[src/rtl/alarm_timer.sv]
// alarm_timer: countdown timer and four-slot delay store for the anti-theft FSM.
// Generates its own 1 Hz time base from clk, counts down the selected slot in
// whole seconds and returns a single-cycle expired pulse when it reaches zero.
module alarm_timer #(
    parameter int CLK_HZ        = 27000000,
    parameter int DEF_ARM       = 6,
    parameter int DEF_DRIVER    = 8,
    parameter int DEF_PASSENGER = 15,
    parameter int DEF_ALARM_ON  = 10
) (
    input  logic       clk,
    input  logic       reset,
    input  logic       start_timer,
    input  logic [1:0] interval,
    input  logic       reprogram,
    input  logic [1:0] param_sel,
    input  logic [3:0] param_value,
    output logic       expired,
    output logic       busy,
    output logic [3:0] remaining,
    output logic       one_hz
);

    // A divider of one cycle per second still needs a one-bit counter.
    localparam int DIV_W = (CLK_HZ > 1) ? $clog2(CLK_HZ) : 1;
    localparam logic [DIV_W-1:0] DIV_LAST = DIV_W'(CLK_HZ - 1);

    localparam logic [0:0] ST_IDLE  = 1'b0;
    localparam logic [0:0] ST_COUNT = 1'b1;

    logic [DIV_W-1:0] div_q, div_d;
    logic             one_hz_q, one_hz_d;
    logic [3:0]       slot_q [4];
    logic [3:0]       slot_d [4];
    logic [0:0]       state_q, state_d;
    logic [3:0]       remaining_q, remaining_d;
    logic             expired_q, expired_d;
    logic             wrap;
    logic [3:0]       sel_value;
    logic             fire;

    assign wrap      = (div_q == DIV_LAST);
    assign sel_value = slot_q[interval];

    // Free-running second divider; a start realigns it so the first second is whole.
    always_comb begin
        div_d    = div_q + 1'b1;
        one_hz_d = wrap;
        if (wrap || start_timer) begin
            div_d = '0;
        end
    end

    // Slot writes land at the edge; a load in the same cycle still sees the old value.
    always_comb begin
        for (int i = 0; i < 4; i++) begin
            slot_d[i] = slot_q[i];
        end
        if (reprogram) begin
            slot_d[param_sel] = param_value;
        end
    end

    // Countdown FSM: a start always wins over a coinciding final wrap.
    always_comb begin
        state_d     = state_q;
        remaining_d = remaining_q;
        fire        = 1'b0;
        if (start_timer) begin
            if (sel_value != 4'd0) begin
                remaining_d = sel_value;
                state_d     = ST_COUNT;
            end else begin
                remaining_d = 4'd0;
                state_d     = ST_IDLE;
                fire        = 1'b1;
            end
        end else if (state_q == ST_COUNT && wrap) begin
            if (remaining_q == 4'd1) begin
                remaining_d = 4'd0;
                state_d     = ST_IDLE;
                fire        = 1'b1;
            end else begin
                remaining_d = remaining_q - 4'd1;
            end
        end
        // A held start on an empty slot must not stretch the pulse past one cycle.
        expired_d = fire && !expired_q;
    end

    // State registers with synchronous reset back to the default delays.
    always_ff @(posedge clk) begin
        if (reset) begin
            div_q       <= '0;
            one_hz_q    <= 1'b0;
            slot_q[0]   <= 4'(DEF_ARM);
            slot_q[1]   <= 4'(DEF_DRIVER);
            slot_q[2]   <= 4'(DEF_PASSENGER);
            slot_q[3]   <= 4'(DEF_ALARM_ON);
            state_q     <= ST_IDLE;
            remaining_q <= 4'd0;
            expired_q   <= 1'b0;
        end else begin
            div_q       <= div_d;
            one_hz_q    <= one_hz_d;
            for (int i = 0; i < 4; i++) begin
                slot_q[i] <= slot_d[i];
            end
            state_q     <= state_d;
            remaining_q <= remaining_d;
            expired_q   <= expired_d;
        end
    end

    assign expired   = expired_q;
    assign busy      = (state_q == ST_COUNT);
    assign remaining = remaining_q;
    assign one_hz    = one_hz_q;

endmodule
[config.mk]
export PLATFORM = sky130hd
export DESIGN_NAME = alarm_timer
export DESIGN_NICKNAME = d
export VERILOG_FILES = /design/src/rtl/alarm_timer.sv
export SDC_FILE = /design/constraint.sdc
export NUM_CORES = 1
export LEC_CHECK = 0
export CAP_MARGIN = 0
export CORE_ASPECT_RATIO = 1.1
export CORE_MARGIN = 2
export CORE_UTILIZATION = 44
export CTS_BUF_LIST = sky130_fd_sc_hd__clkbuf_4 sky130_fd_sc_hd__clkbuf_8
export CTS_CLUSTER_DIAMETER = 200
export CTS_CLUSTER_SIZE = 25
export DETAILED_ROUTE_END_ITERATION = 7
export PLACE_DENSITY = 0.68
export SETUP_SLACK_MARGIN = 0.4
export SLEW_MARGIN = 20
export SYNTH_ARGS = -nofsm -noshare
export SYNTH_HDL_FRONTEND = slang
export SYNTH_SLANG_ARGS = --single-unit
export TNS_END_PERCENT = 5
[constraint.sdc]
create_clock -name clk -period 2.7 [get_ports clk]
set_input_delay 0.675 -clock clk [delete_from_list [all_inputs] [get_ports clk]]
set_output_delay 0.675 -clock clk [all_outputs]
set_load 0.02 [all_outputs]
[Word level (Yosys, flattened, before mapping)]
Memories as Yosys holds them, arrays and structs flattened.
Index checks and enable logic that the tools add are counted.
Cells by class
  $add $sub $neg: 2
  magnitude comparators: 2
  equality and inequality tests: 2
  muxes and demuxes: 23
  bitwise gates (word level): 5
  reduce and logical (&&, ||, !) cells: 10
Operator list (count)
  $mux 4: 9
  $add 25x1->25 const B: 1
  $eq 25x25->1 const B: 1
  $bwmux 16: 1
  $mux 16: 1
  $mux 1: 11
  $demux 4 s2: 1
  $eq 4x1->1 const B: 1
  $or 1x1->1: 4
  $reduce_bool 2->1: 2
  $reduce_bool 4->1: 1
  $sub 4x1->4 const B: 1
  $ge 3x3->1 const B: 1
  $logic_and 1x1->1: 3
  $lt 3x1->1 const B: 1
  $not 2->3: 1
  $reduce_and 2->1: 1
  $reduce_or 2->1: 1
  $logic_not 1->1: 1
  $logic_or 1x1->1: 1
Word-level totals
  register bits: 32
  RAM bits: 16
  input bits: 12
  output and inout port bits: 7
  memories kept: 1
Memory list
  slot_q: depth 4, bits a word 4, rd ports 5, clocked after memory_dff 0, wr ports 4, RTL line 33  | logic [3:0] slot_q [4];

[Longest topological paths before layout]
  depth in word-level cells: 8
  gate-level depth with buffers: 6

[Worst setup path before layout]
Ideal clock, no wire load.
  path type: input to register
  start point: in interval[0]
  end point: reg expired_q, in the netlist expired
  arrival time: 1.964 ns
  data required time: 2.621 ns
  path slack: 0.657 ns
  stages on the path: 3
  cell sequence: mux4_1 or4_4 a211oi_2
On the way
  word-level cells in the longest chain between the ends: 5
Ends and longest elaborated chain
  start: declaration: RTL line 14  | input logic [1:0] interval,
  $mem_v2 4x4
  $reduce_bool 4->1: RTL line 70  | if (sel_value != 4'd0) begin
  $mux 1: RTL line 70
  $mux 1: RTL line 69  | if (start_timer) begin
  $logic_and 1x1->1: RTL line 88  | expired_d = fire && !expired_q;
  end signal: assignment: RTL line 111  | expired_q <= expired_d;
  end: declaration: RTL line 37  | logic expired_q, expired_d;
Every way passes these cells.
A chain may end at the register's enable or synchronous reset.

[Worst setup path after layout]
Same ends and word-level chain as after synthesis.

==> flow_metrics.tcl <==
set metrics [dict create \
    crit_type "primary input to flop" \
    wl_per_cell_um 14.8 \
    post-cts-setup-buffers 0 \
    fmax_mhz 460 \
    required_ps 2930 \
    clock_path_buffers 2 \
    slew_violations 0 \
    grt_max_degree 25 \
    worst_slew_pin_slew_ps 450 \
    nFillCells 474 \
    ys_async_sr_fraction_pct 0 \
    cts_hold_buf 0 \
    finalInstanceArea_um2 2640 \
    viasPerCell 5.73 \
    post-place-ws_ps -70.3 \
    drt-pass1-iter-count 4 \
    ios 19 \
    drtIter0Drc 127 \
    final-seq-area_um2 961 \
    min-delay-path-class "flop to flop" \
    max_slew_margin_pct 70.0 \
    setup_viol 0 \
    ys_ff_latch 48 \
    critical_path.endpoint_type "flop" \
    grt_pass1_wl_mm 8.29 \
    cpLargestDelayFamily "simple AND/OR/NAND/NOR gates" \
    vias 1851 \
    postRouteAntennaNets 0 \
    fin_crit_sh_pct 80.5 \
    p_leak_nw 0.951 \
    first_global_vias 1789 \
    crit_slowest_cell "mux4_1" \
    skew_ps 8.74 \
    worstPathMaxFanout 4 \
    cts_buffers 5 \
    areaGrowthSynthToFinish_pct 14.9 \
    gp_congestion 0.822 \
    yosysMostFrequentCell "dfxtp_1" \
    cts_sinks 48 \
    layout_min_cycle_time_ps 2170 \
    die_w_um 72.8 \
    route.detailed.drc 0 \
    totalWireLength_mm 4.78 \
    tritoncts "done" \
    clkTransAtPathRegs_ps 90 \
    ys_seq_area_share_pct 41.9 \
    synth_nets 258 \
    final_hold_viol_count 0 \
    cpPeakStageDelay_ps 580 \
    synth_warnings 0 \
    yosys-top-cells-count "dfxtp_1 (48), nor2_1 (26), nand2_1 (19), mux2i_1 (16), nand3_1 (15)" \
    cts.htree.levels 2 \
    startpoint_type "primary input" \
    root_buffer "clkbuf_8" \
    placed_area_um2 2520 \
    drive_gt1_share_pct 6.79 \
    final.setup.worst_slack_ps 526 \
    status "completed" \
    power_density_nw_per_um2 520 \
    grtUsageTotal_pct 18.1 \
    syn_area_per_cell_um2 9.44 \
    p_total_mw 1.37 \
    ys_top_cells_by_area "dfxtp_1 (42%), mux2i_1 (7.0%), mux4_1 (4.6%)" \
    multiInputGateArea_um2 1250 \
    core-area_um2 5000 \
    grt_antenna_before_repair 0 \
    cp.arrival_ps 2400 \
    synth-main-ff-cell "dfxtp_1" \
    cts_resized 1 \
    rsz0062_at_grt "false" \
    yosysUniqueCellTypes 44 \
    synth-edff-count 0 \
    hpwl_mm 3.49 \
    gr-total-overflow 0 \
    die_h_um 79.7 \
    synth_largest_area_cell "dfxtp_1" \
    netlist_area_um2 2290 \
    die_area_um2 5810 \
    cap_violations 0 \
    fin_nets 279 \
    netlist_instances 243 \
    critPathBufInv 1 \
    start_util_pct 45.9 \
    synth_top_area_share_pct 41.9 \
    rows 27 \
    crit_chain "dlygate4sd2_1 -> mux4_1 -> nand2b_1 -> or4_4 -> a211oi_2" \
    port_buffers 18 \
    irDropWorstVdd_mv 0.338 \
    antenna_cells 0 \
    clk_latency_ps 290 \
]
[cell type report]
type                    count  area share, %
repair buffers             21           7.64
inverters                  10           1.42
well taps                  58           2.75
clock inverters             2           1.33
multi-input cells         178           47.5
flip-flops and latches     48           36.5
clock buffers               6           2.90
[flip-flops by register name, summed over array words and instances (netlist names)]
signal	flops
expired	1
one_hz	1
remaining	4
div_q	25
slot_q	16
busy	1
[worst paths after layout]
path                       startpoint              endpoint  slack, ps  cells past startpoint
setup / recovery          interval[0]    expired$_SDFF_PP0_        530                      5
hold / removal    div_q[0]$_SDFF_PP0_   div_q[0]$_SDFF_PP0_        470                      1
setup reg to reg  div_q[0]$_SDFF_PP0_  div_q[24]$_SDFF_PP0_        810                      5
hold reg to reg   div_q[0]$_SDFF_PP0_   div_q[0]$_SDFF_PP0_        470                      1
[stage by stage]
stage                     std cells  utilization (%)  hold slack (ps)  TNS, ps
after floorplan                 243                -              426        0
after global placement          315             50.5              442        0
after detailed placement        315             50.5              454    -93.7
after CTS                       323             52.7              474        0
after global routing            323             52.7              512        0
final                           323             52.7              471        0
[per-layer routing]
layer  vias up  GRT usage, %  share of wire [%]
li1        943             -                  -
met1       871          23.3                 47
met2        30          29.9                 48
met3         7          3.91                3.0
met4         0          6.30                1.5
met5         -             0                  0
[cells in the final DEF, fill, tap and decap left out, drive strengths merged, types with 4 or more instances in the layout]
master         instances
o21ai                  4
nor4                   4
a21oi                 11
xor2                   5
nand3                 15
and3                   5
dfxtp                 48
nor2                  26
o31ai                  6
or4                    7
inv                   10
nor3                   5
clkdlybuf4s50         17
clkbuf                 6
nand2                 19
and4                   4
mux4                   4
xnor2                  7
mux2i                 16
nand4                  9
[cell families after synthesis]
group | after synthesis | share of synthesized area (%)
AOI/OAI and AO/OA | 31 | 9.27
DFF | 48 | 41.9
and+or+nand+nor | 111 | 27.0
adders and majority gates | 3 | 1.64
xor gates and xnor gates | 12 | 4.58
buffers and inverters | 17 | 3.55
muxes | 21 | 12.1
[report_power, final]
group          internal (mW)  leakage (nW)  switching, mW  total [mW]
Sequential             0.723         0.390         0.0138       0.737
Combinational         0.0602         0.503         0.0604       0.121
Clock                  0.285        0.0586          0.229       0.514
Total                   1.07         0.951          0.303        1.37
[worst reg2reg max path, stage by stage, from the launching register on]
cell and delay [ps]:
dfxtp_1 380, ha_1 220, and3_1 260, nand3_1 280, or4b_1 540, a21oi_1 150
Power figures use the tool's default switching activity.
